### config.mk
export PLATFORM = sky130hd
export DESIGN_NAME = vc_test_src_arbiter
export DESIGN_NICKNAME = d
export VERILOG_FILES = /design/src/rtl/vc_test_src_arbiter.sv
export SDC_FILE = /design/constraint.sdc
export NUM_CORES = 1
export LEC_CHECK = 0
export BUFFER_PORTS_ARGS = -buffer_cell sky130_fd_sc_hd__buf_2
export CAP_MARGIN = 10
export CORE_MARGIN = 1.5
export CORE_UTILIZATION = 40
export DETAILED_ROUTE_END_ITERATION = 8
export GPL_TIMING_DRIVEN = 0
export PLACE_DENSITY = 0.72
export SYNTH_ARGS = -nofsm -noshare
export SYNTH_HDL_FRONTEND = slang
export SYNTH_SLANG_ARGS = --single-unit
### constraint.sdc
create_clock -name clk -period 5.4 [get_ports clk]
set_input_delay 1.08 -clock clk [delete_from_list [all_inputs] [get_ports clk]]
set_output_delay 1.08 -clock clk [all_outputs]
set_load 0.01 [all_outputs]
### src/rtl/vc_test_src_arbiter.sv
// Round-robin arbiter that funnels several val/rdy test sources into one sink.
// A requester can keep the grant for a bounded burst. Every forwarded message
// is tagged with the index of its source and held in a one-entry output stage.
module vc_test_src_arbiter #(
    parameter int p_msg_nbits = 8,
    parameter int p_num_reqs  = 4,
    parameter int p_max_burst = 4,
    localparam int c_tag_nbits = $clog2(p_num_reqs)
) (
    input  logic                                clk,
    input  logic                                reset,
    input  logic [p_num_reqs-1:0]               in_val,
    output logic [p_num_reqs-1:0]               in_rdy,
    input  logic [p_num_reqs*p_msg_nbits-1:0]   in_msg,
    input  logic [p_num_reqs-1:0]               in_done,
    output logic                                out_val,
    input  logic                                out_rdy,
    output logic [c_tag_nbits+p_msg_nbits-1:0]  out_msg,
    output logic [31:0]                         xfer_count,
    output logic                                all_done
);

    localparam int c_burst_nbits = $clog2(p_max_burst + 1);
    localparam logic [c_tag_nbits-1:0]   c_last_idx  = c_tag_nbits'(p_num_reqs - 1);
    localparam logic [c_burst_nbits-1:0] c_max_burst = c_burst_nbits'(p_max_burst);

    logic                               out_val_q,    out_val_d;
    logic [c_tag_nbits+p_msg_nbits-1:0] out_msg_q,    out_msg_d;
    logic [c_tag_nbits-1:0]             ptr_q,        ptr_d;
    logic                               locked_q,     locked_d;
    logic [c_tag_nbits-1:0]             owner_q,      owner_d;
    logic [c_burst_nbits-1:0]           burst_cnt_q,  burst_cnt_d;
    logic [31:0]                        xfer_count_q, xfer_count_d;

    logic [c_tag_nbits-1:0]   gnt_idx;
    logic                     gnt_any;
    logic [c_tag_nbits-1:0]   scan_base;
    logic [c_tag_nbits-1:0]   scan_idx;
    int                       scan_pos;
    logic                     can_accept;
    logic                     xfer;
    logic [c_burst_nbits-1:0] burst_next;

    function automatic logic [c_tag_nbits-1:0] wrap_inc(input logic [c_tag_nbits-1:0] idx);
        return (idx == c_last_idx) ? '0 : idx + 1'b1;
    endfunction

    // Grant selection: a live lock keeps its owner, otherwise scan upward from the base.
    always_comb begin
        gnt_idx   = '0;
        gnt_any   = 1'b0;
        scan_pos  = 0;
        scan_idx  = '0;
        scan_base = locked_q ? wrap_inc(owner_q) : ptr_q;
        if (locked_q && in_val[owner_q]) begin
            gnt_idx = owner_q;
            gnt_any = 1'b1;
        end else begin
            // Walk from the far end so the closest valid requester wins last.
            for (int k = p_num_reqs - 1; k >= 0; k--) begin
                scan_pos = int'(scan_base) + k;
                if (scan_pos >= p_num_reqs) scan_pos = scan_pos - p_num_reqs;
                scan_idx = c_tag_nbits'(scan_pos);
                if (in_val[scan_idx]) begin
                    gnt_idx = scan_idx;
                    gnt_any = 1'b1;
                end
            end
        end
    end

    assign can_accept = !out_val_q || out_rdy;
    assign xfer       = gnt_any && can_accept && reset;

    // Next-state for the output stage, transfer counter and arbitration state.
    always_comb begin
        out_val_d    = out_val_q;
        out_msg_d    = out_msg_q;
        ptr_d        = ptr_q;
        locked_d     = locked_q;
        owner_d      = owner_q;
        burst_cnt_d  = burst_cnt_q;
        xfer_count_d = xfer_count_q;
        burst_next   = c_burst_nbits'(1);

        if (out_val_q && out_rdy) xfer_count_d = xfer_count_q + 32'd1;

        if (xfer) begin
            out_val_d = 1'b1;
            out_msg_d = {gnt_idx, in_msg[int'(gnt_idx)*p_msg_nbits +: p_msg_nbits]};
            if (locked_q && gnt_idx == owner_q) burst_next = burst_cnt_q + c_burst_nbits'(1);
            if (burst_next == c_max_burst) begin
                locked_d    = 1'b0;
                ptr_d       = wrap_inc(gnt_idx);
                burst_cnt_d = '0;
            end else begin
                locked_d    = 1'b1;
                owner_d     = gnt_idx;
                burst_cnt_d = burst_next;
            end
        end else begin
            if (out_val_q && out_rdy) out_val_d = 1'b0;
            // Owner went idle: give up the lock and restart the scan just past it.
            if (locked_q && !in_val[owner_q]) begin
                locked_d    = 1'b0;
                ptr_d       = wrap_inc(owner_q);
                burst_cnt_d = '0;
            end
        end
    end

    // State register with synchronous active-low reset; a reset edge drops any buffered message.
    always_ff @(posedge clk) begin
        if (!reset) begin
            out_val_q    <= 1'b0;
            out_msg_q    <= '0;
            ptr_q        <= '0;
            locked_q     <= 1'b0;
            owner_q      <= '0;
            burst_cnt_q  <= '0;
            xfer_count_q <= '0;
        end else begin
            out_val_q    <= out_val_d;
            out_msg_q    <= out_msg_d;
            ptr_q        <= ptr_d;
            locked_q     <= locked_d;
            owner_q      <= owner_d;
            burst_cnt_q  <= burst_cnt_d;
            xfer_count_q <= xfer_count_d;
        end
    end

    // Outputs: one-hot ready toward the granted source, registered message side.
    always_comb begin
        in_rdy = '0;
        if (xfer) in_rdy[gnt_idx] = 1'b1;
    end

    assign out_val    = out_val_q;
    assign out_msg    = out_msg_q;
    assign xfer_count = xfer_count_q;
    assign all_done   = reset && (&in_done) && !out_val_q;

endmodule

==> metrics.csv <==
metric,value,unit
n_fill_cell,632,
worstPathArrival,3190,ps
place.gp.congestion,0.872,
worstHoldStart,out_msg[1]$_SDFFE_PN0P_,
grt_pass1_vias,2373,
async_flop_share,0,%
drive_gt1_share,28.0,%
yosysTopAreaCell,dfxtp_1,
via_count,2601,
combPwrFrac,25.2,%
p_int,604,uW
maxSlewHeadroom,63.1,%
highest_layer,met4,
synth.ff_latch_count,51,
die_h,85.9,um
power.switching,264,uW
setup_viol,0,
placed_cells,482,
routed-wl-met2,3240,um
switching_share,30.4,%
yosys-top-cells-area,"dfxtp_1 37%, mux2i_1 7.3%, xor2_1 5.7%, nor2_1 4.5%, nand2_1 4.1%",
place.port_buffers,90,
slew_viol_final,0,
antenna_found_initial,0,
hold_path_class,reg -> reg,
holdPathStages,1,
drv_cap,0,
reg2reg_slack,2610,ps
cp_slowest_cell,mux4_2,
startpoint_type,primary input,
min_period,4270,ps
drt-wirelength-per-cell,13.3,um
post-route-period-util,79.1,%
h-tree-depth,2,
ant_nets,0,
timing.rr.end,ptr_q[1]$_SDFFE_PN0P_,
pwr-share-clk,27.6,%
dp_hpwl,4930,um
final_common_cell,buf_2,
crit_required,4320,ps
rsz0062_at_grt,no,
timing.fmax,0.234,GHz
dieArea,7380,um^2
drtIter0Drc,104,
min_to,out_msg[1]$_SDFFE_PN0P_,
worst_r2r_startpoint,owner_q[1]$_SDFFE_PN0P_,
postCtsSetupRepairBufs,0,
postPlaceCellArea,3300,um^2
area.growth.synth_to_final,23.5,%
grt_max_degree,17,
clock_path_buffers,2,
layout_common_cells,"90 x buf_2, 51 x dfxtp_1, 33 x nor2_1",
wirelength,6490,um
reg2reg_depth,10,
syn-num-nets,362,
slowest_delay,500,ps
ir_drop,0.179,mV
worstMarginPinSlew,551,ps
vias_per_cell,5.31,
path_clk_slew,90,ps
die_w,85.9,um
ctsHoldBuffers,0,
syn_avg_cell_area,8.81,um^2
ioPinCount,91,
rows,30,
fin_setup_tns,0,ps
ys.flop_type,dfxtp_1,
synth.distinct_cells,51,
root_buffer,clkbuf_8,
design_area,3400,um^2
drc,0,
nets,459,
coreArea,6720,um^2
powerDensity,255,nW/um^2
drt_pass1_iterations,4,
power.leakage,1.56,nW
cts_tree,done,
ys_warn_count,0,
critPathMaxFanout,11,
criticalPathCategory,in -> out,
numCtsBuffers,5,
globalRouteTotalUtil,17.8,%
fin_skew,3.71,ps
wl_met1,2830,um
synth_edf_count,0,
globalRouteOverflowTotal,0,
start_util,40.9,%
n_antenna_cell,0,
synth_area,2750,um^2
hold_viol_final,0,
status,"complete, no violations",
p_seq_share,47.2,%
grt_first_pass_wirelength,10600,um
synth_cells,312,
clkSinkCount,51,
end_kind,output pin,
fin_cells,490,
cts_resized,0,
synth_top_area_share,37.1,%
met3_length,318,um
clk_latency,310,ps
yosysSeqAreaShare,37.1,%
crit_path_cell_trace,"buf_2, mux4_2, and2_4, buf_6, o31ai_2, buf_6, buf_12, inv_1, ha_1, and2_1, buf_2",
[flip-flops by register name (all words and copies together) (netlist names)]
name	flops
out_msg	10
owner_q	2
burst_cnt_q	3
out_val	1
locked_q	1
ptr_q	2
xfer_count	32
[worst max-delay path by stage]
stage                     startpoint         to  slack [ps]  cells past startpoint
after detailed placement   in_val[3]  in_rdy[0]        1140                     11
after global routing       in_val[3]  in_rdy[0]        1000                     11
after CTS                  in_val[3]  in_rdy[0]        1130                     11
after global placement     in_val[3]  in_rdy[1]        1150                     11
final                      in_val[3]  in_rdy[1]        1130                     11
after floorplan            in_val[3]  in_rdy[0]        1530                      9
[cell families (layout without fill, tap and decap cells)]
kind of cell | count (synthesis) | after routing | synth area share (%)
muxes | 24 | 24 | 9.42
AOI/OAI and AO/OA | 56 | 56 | 14.0
adders and majority gates | 7 | 7 | 3.18
and+or+nand+nor | 129 | 129 | 24.0
DFF | 51 | 51 | 37.1
buffers and inverters | 20 | 118 | 4.00
xor gates and xnor gates | 25 | 25 | 8.23
[through the flow]
step	hold WS (ps)	worst slack [ps]	total power, mW	util, %
floorplan	436	1530	0.569	-
global placement	429	1150	0.629	49.1
detailed placement	436	1140	0.637	49.1
CTS	460	1130	0.875	50.6
global route	472	1000	0.910	50.6
finish	455	1130	0.868	50.6
[synthesized netlist by cell type, drive strengths merged (2+ instances only)]
library cell and instances:
nor3 2, or4 2, xnor2 7, o31ai 2
o22ai 10, inv 5, nand2 30, clkbuf 10
a21o 8, dfxtp 51, a211oi 3, o21ai 11
mux2i 21, and3 5, nor2 33, or3 8
and2 9, mux2 2, buf 4, nand3 13
nor2b 5, and4 5, nand2b 4, ha 7
a21oi 11, nand4 9, a31oi 2, xor2 18
o21a 3
[worst max-delay path, delay by kind of cell]
kind / cells / cell delay, ps
buf+inv: 6 / 850
compound gates: 1 / 280
simple gates: 2 / 310
fa+ha+maj: 1 / 170
mux: 1 / 500
[metal layers]
layer / vias to the layer above / GRT usage [%]
met5: - / 0
met4: 0 / 6.01
met3: 13 / 3.37
met2: 79 / 31.2
met1: 1210 / 21.9
li1: 1299 / -
[area by class of cell]
| type | instances | area (um^2) | area share, % |
|---|---|---|---|
| inverter | 6 | 22.5 | 0.663 |
| buffer | 14 | 87.6 | 2.58 |
| multi-input combinational | 241 | 1620 | 47.7 |
| sequential | 51 | 1020 | 30.1 |
| tap | 80 | 100 | 2.95 |
| clock inverter | 2 | 13.8 | 0.405 |
| timing repair buffer | 90 | 450 | 13.3 |
| clock buffer | 6 | 82.6 | 2.43 |
[power groups by stage]
stage	Combinational, mW	Sequential (mW)	Clock (mW)
after floorplan	0.146	0.423	0
after global placement	0.212	0.417	0
after detailed placement	0.219	0.418	0
after CTS	0.220	0.409	0.245
after global routing	0.239	0.412	0.259
final	0.219	0.409	0.240
No activity file was read; power rests on OpenSTA's default activity.
